**src/rtl/method_call_sequencer.sv**
```systemverilog
// Replays a table of argument triples through a req/busy/return method port
// and checks each 1-bit return against the stored expectation.
module method_call_sequencer #(
  parameter int ARG_W   = 32,
  parameter int DEPTH   = 8,
  parameter int TIMEOUT = 10000
) (
  input  logic                       clk,
  input  logic                       reset,
  input  logic                       load_we,
  input  logic [$clog2(DEPTH)-1:0]   load_addr,
  input  logic [ARG_W-1:0]           load_c1,
  input  logic [ARG_W-1:0]           load_c2,
  input  logic [ARG_W-1:0]           load_c3,
  input  logic                       load_expect,
  input  logic [$clog2(DEPTH):0]     count,
  input  logic                       start,
  output logic [ARG_W-1:0]           method_c1,
  output logic [ARG_W-1:0]           method_c2,
  output logic [ARG_W-1:0]           method_c3,
  output logic                       method_req,
  input  logic                       method_busy,
  input  logic                       method_return,
  output logic                       run_busy,
  output logic                       done,
  output logic                       pass,
  output logic [$clog2(DEPTH):0]     fail_count,
  output logic                       timeout
);

  localparam int AW = $clog2(DEPTH);
  localparam int CW = AW + 1;
  localparam int TW = $clog2(TIMEOUT + 1);

  typedef enum logic [2:0] {
    IDLE,
    ISSUE,
    WAIT_ACK,
    WAIT_DONE,
    CHECK,
    DONE
  } state_t;

  state_t           state;
  logic [ARG_W-1:0] tab_c1  [DEPTH];
  logic [ARG_W-1:0] tab_c2  [DEPTH];
  logic [ARG_W-1:0] tab_c3  [DEPTH];
  logic             tab_exp [DEPTH];
  logic [AW-1:0]    idx;
  logic [AW-1:0]    last_idx;
  logic [TW-1:0]    cyc_cnt;
  logic             ret_q;
  logic             mismatch;
  logic [CW-1:0]    fail_next;
  logic             cyc_expired;

  // A count of zero selects the whole table.
  function automatic logic [AW-1:0] last_index(input logic [CW-1:0] n);
    logic [CW-1:0] eff;
    eff = (n == '0) ? CW'(DEPTH) : n;
    return AW'(eff - CW'(1));
  endfunction

  function automatic logic [CW-1:0] sat_inc(input logic [CW-1:0] v, input logic inc);
    if (!inc || v == CW'(DEPTH)) return v;
    return v + CW'(1);
  endfunction

  // Table storage carries no reset so contents survive across runs.
  always_ff @(posedge clk) begin
    if (load_we && state == IDLE) begin
      tab_c1[load_addr]  <= load_c1;
      tab_c2[load_addr]  <= load_c2;
      tab_c3[load_addr]  <= load_c3;
      tab_exp[load_addr] <= load_expect;
    end
  end

  always_comb begin
    mismatch    = (ret_q != tab_exp[idx]);
    fail_next   = sat_inc(fail_count, mismatch);
    cyc_expired = (cyc_cnt == TW'(TIMEOUT - 1));
  end

  always_ff @(posedge clk or negedge reset) begin
    if (!reset) begin
      state      <= IDLE;
      method_req <= 1'b0;
      method_c1  <= '0;
      method_c2  <= '0;
      method_c3  <= '0;
      run_busy   <= 1'b0;
      done       <= 1'b0;
      pass       <= 1'b0;
      fail_count <= '0;
      timeout    <= 1'b0;
      idx        <= '0;
      last_idx   <= '0;
      cyc_cnt    <= '0;
      ret_q      <= 1'b0;
    end else begin
      done <= 1'b0;
      case (state)
        IDLE: begin
          if (start) begin
            last_idx   <= last_index(count);
            fail_count <= '0;
            timeout    <= 1'b0;
            pass       <= 1'b0;
            idx        <= '0;
            run_busy   <= 1'b1;
            state      <= ISSUE;
          end
        end
        ISSUE: begin
          method_c1  <= tab_c1[idx];
          method_c2  <= tab_c2[idx];
          method_c3  <= tab_c3[idx];
          method_req <= 1'b1;
          cyc_cnt    <= '0;
          state      <= WAIT_ACK;
        end
        // The timeout budget spans both wait states of one call.
        WAIT_ACK: begin
          cyc_cnt <= cyc_cnt + TW'(1);
          if (cyc_expired) begin
            timeout    <= 1'b1;
            method_req <= 1'b0;
            done       <= 1'b1;
            pass       <= 1'b0;
            state      <= DONE;
          end else if (method_busy) begin
            method_req <= 1'b0;
            state      <= WAIT_DONE;
          end
        end
        WAIT_DONE: begin
          cyc_cnt <= cyc_cnt + TW'(1);
          if (cyc_expired) begin
            timeout <= 1'b1;
            done    <= 1'b1;
            pass    <= 1'b0;
            state   <= DONE;
          end else if (!method_busy) begin
            ret_q <= method_return;
            state <= CHECK;
          end
        end
        // done and pass are raised on entry to DONE so they share a cycle.
        CHECK: begin
          fail_count <= fail_next;
          if (idx == last_idx) begin
            done  <= 1'b1;
            pass  <= (fail_next == '0);
            state <= DONE;
          end else begin
            idx   <= idx + AW'(1);
            state <= ISSUE;
          end
        end
        DONE: begin
          run_busy <= 1'b0;
          state    <= IDLE;
        end
        default: state <= IDLE;
      endcase
    end
  end

endmodule

```
**config.mk**
```make
export PLATFORM = sky130hd
export DESIGN_NAME = method_call_sequencer
export DESIGN_NICKNAME = d
export VERILOG_FILES = /design/src/rtl/method_call_sequencer.sv
export SDC_FILE = /design/constraint.sdc
export NUM_CORES = 1
export LEC_CHECK = 0
export CORE_ASPECT_RATIO = 0.6
export CORE_MARGIN = 1
export CORE_UTILIZATION = 30
export CTS_CLUSTER_SIZE = 28
export DETAILED_ROUTE_END_ITERATION = 12
export HOLD_SLACK_MARGIN = 0.05
export PLACE_DENSITY = 0.44
export SLEW_MARGIN = 5
export SYNTH_ARGS = -nofsm -noshare
export SYNTH_HDL_FRONTEND = slang
export SYNTH_SLANG_ARGS = --single-unit
export TNS_END_PERCENT = 30
```
**constraint.sdc**
```tcl
create_clock -name clk -period 7.8 [get_ports clk]
set_input_delay 0.78 -clock clk [delete_from_list [all_inputs] [get_ports clk]]
set_output_delay 0.78 -clock clk [all_outputs]
set_load 0.005 [all_outputs]
```
==> run_results.csv <==
group,metric,value,unit
sta,grt_setup_unrepaired,"false",
synth,synth_edf_count,776,
synth,synthAdderAreaFrac,0.184,%
critical_path,worstPathArrival,4.11,ns
placed_design,place_ws,3.87,ns
layout,final_cells,3472,
synth,synth_commonest_cells,"edfxtp_1, mux4_2, dfrtp_1",
synth,synth_seq_cells,905,
route,drtPass1Iterations,9,
sta,timing.fmax,0.260,GHz
clocking,cts_resized,0,
clocking,cts_root_buf,"clkbuf_16",
power,irDropWorstVdd,0.254,mV
synth,synth_area_leaders,"edfxtp_1, mux4_2, dfrtp_1, mux2i_1, a21oi_1",
route,drc_errors,28,
synth,yosysUniqueCellTypes,44,
power,finalPower,13.3,mW
sta,fin_crit_sh,49.3,%
run_status,violations,"DRC",
clocking,cts_sinks,905,
synth,synth_cells,1642,
sta,setup-tns-final,0,ns
run,cap_violations,0,
clocking,clock_latency,0.68,ns
synth,async_flop_share,14.3,%
sta,finClkSkew,0.0312,ns
layout,fill_cells,10407,
die,row_count,95,
sta,finalMaxSlewViolations,0,
critical_path,worst_setup_path_start_kind,"register",
critical_path,path_class,"reg -> reg",
global_routing,gr-total-overflow,0,
synth,synth_xor_area_share,0.154,%
power,p_leak,12.8,nW
critical_path,end_kind,"register",
clocking,post_cts_buffers,0,
synth,ys.flop_type,"edfxtp_1",
layout,fin_util,36.7,%
route,avgRoutedWirePerCell,23.7,µm
die,core,0.112,mm²
die,fp.dieW,437,µm
worst_hold_path,hp-class,"in -> async",
synth,synth_warnings,0,
placed_design,dp_cells,3299,
critical_path,cp_data_required_time,8.07,ns
clocking,cts_inserted_buffers,89,
clocking,clockBufferDepth,3,
synth,synth-simple-area-share,2.38,%
global_routing,grt_antenna_before_repair,13,
clocking,cts_max_level,3,
power,power_density,325,mW/mm²
global_routing,track_usage,14.4,%
synth,synth_top_family_by_area,"multiplexers",
sta,setup_ws,3.96,ns
critical_path,crit_path_cell_trace,"nor3_1, nand3_1, nor2_4, buf_4, buf_4",
layout,finalInstanceArea,0.0411,mm²
sta,worst_hold_slack,0.206,ns
sta,hold_violations,0,
synth,yosys-mux-area-fraction,16.0,%
layout,area_growth,20.7,%
synth,synth_compound_area_share,2.39,%
placed_design,port_buffers,214,
route,via_per_inst,4.67,
synth,netlist_area,0.0341,mm²
global_routing,grt_pass1_vias,17371,
critical_path,path_common_cell,"buf_4",
synth,synth.most_common_cell,"edfxtp_1",
placed_design,hpwl,43.4,mm
clocking,ctsHoldBuffers,0,
synth,synth_fp_nets,1757,
run_status,outcome,"complete, but fails checks",
placed_design,dpl_cell_area,0.0381,mm²
synth,syn_avg_cell_area,20.7,µm²
route,wirelength,82.4,mm
die,die_area,0.115,mm²
synth,synth_seq_area_share,77.9,%
die,start_util,30.4,%
critical_path,crit_fanout,53,
clocking,cts_tree,"built",
route,vias,16202,
layout,fin_nets,2002,
layout,drive_gt1_share,19.4,%
die,ios,215,
sta,worst_slew_pin_slew,1.11,ns
sta,max_slew_margin,25.8,%
global_routing,grt_max_degree,193,
critical_path,slowest_stage,"buf_4",
die,die_h,263,µm
critical_path,max_stage_delay,0.87,ns
synth,synth_top_area_share,68.4,%
route,postRouteAntennaNets,0,
route,drt-initial-drc-count,990,
global_routing,grt_pass1_wl,121,mm
clocking,clk_pin_slew_worst_paths,0.06,ns
synth,synth_largest_area_cell,"edfxtp_1",
sta,setup_viol,0,
sta,fin_crit,3.84,ns
placed_design,gp_congestion,0.700,
==> routing by layer <==
layer  vias to the layer above  track usage [%]  wire length, µm
li1                       7154                -                -
met1                      8632             20.5            38800
met2                       298             22.7            38500
met3                       114             3.05             3560
met4                         4             3.45             1580
met5                         -                0               31
==> cell families after synthesis <==
group / count (synthesis)
simple gates: 189
buf+inv: 89
fa+ha+maj: 5
compound gates: 149
xor+xnor: 6
flops: 905
mux: 299
==> layout make-up <==
class	instances	area (µm²)	share of cell area, %
Inverter	7	26.3	0.0639
Sequential cell	905	26500	64.5
Antenna cell	6	15.0	0.0365
Multi-Input combinational cell	648	7240	17.6
Clock buffer	113	2410	5.86
Timing Repair Buffer	236	2400	5.83
Tap cell	1503	1880	4.57
Clock inverter	54	621	1.51
==> worst paths after layout <==
check                                           from  slack (ns)                   endpoint  cells past startpoint
worst min register to register      pass$_DFFE_PN0P_        0.49           pass$_DFFE_PN0P_                      2
max in group asynchronous                      reset        6.00  method_c2[15]$_DFFE_PN0P_                      2
worst max-delay path            state[2]$_DFFE_PN0P_        3.96     tab_c1[5][8]$_DFFE_PP_                      5
worst max register to register  state[2]$_DFFE_PN0P_        3.96     tab_c1[5][8]$_DFFE_PP_                      5
worst min-delay path                           reset        0.21  method_c3[16]$_DFFE_PN0P_                      1
min in group clk                    pass$_DFFE_PN0P_        0.49           pass$_DFFE_PN0P_                      2
==> state kept, by name, summed over array words and instances, names as in the netlist, 3 cells and up <==
signal and flops:
tab_c1 256, tab_c2 256, tab_c3 256, method_c1 32, method_c2 32, method_c3 32, cyc_cnt 14, tab_exp 8
fail_count 4, idx 3, last_idx 3, state 3
==> cells in the final DEF, fill, tap and decap left out, types with 25 or more instances in the layout <==
master,count
edfxtp_1,776
clkdlybuf4s50_1,213
mux4_2,194
dfrtp_1,126
nor2_1,115
a21oi_1,102
mux2i_1,97
clkbuf_16,90
nand2_1,30
o21ai_0,25
==> critical path, delay by kind of cell (launching register included) <==
kind / cells / cell delay (ns)
buf+inv: 2 / 1.53
flops: 1 / 0.62
simple gates: 3 / 1.24
==> where the power goes <==
part	leakage, nW	internal [mW]	switching, mW
logic	2.88	1.52	1.40
registers	8.47	5.67	0.343
clock network	1.48	2.54	1.87
total	12.8	9.73	3.61
(Power assumes the default switching activity.)
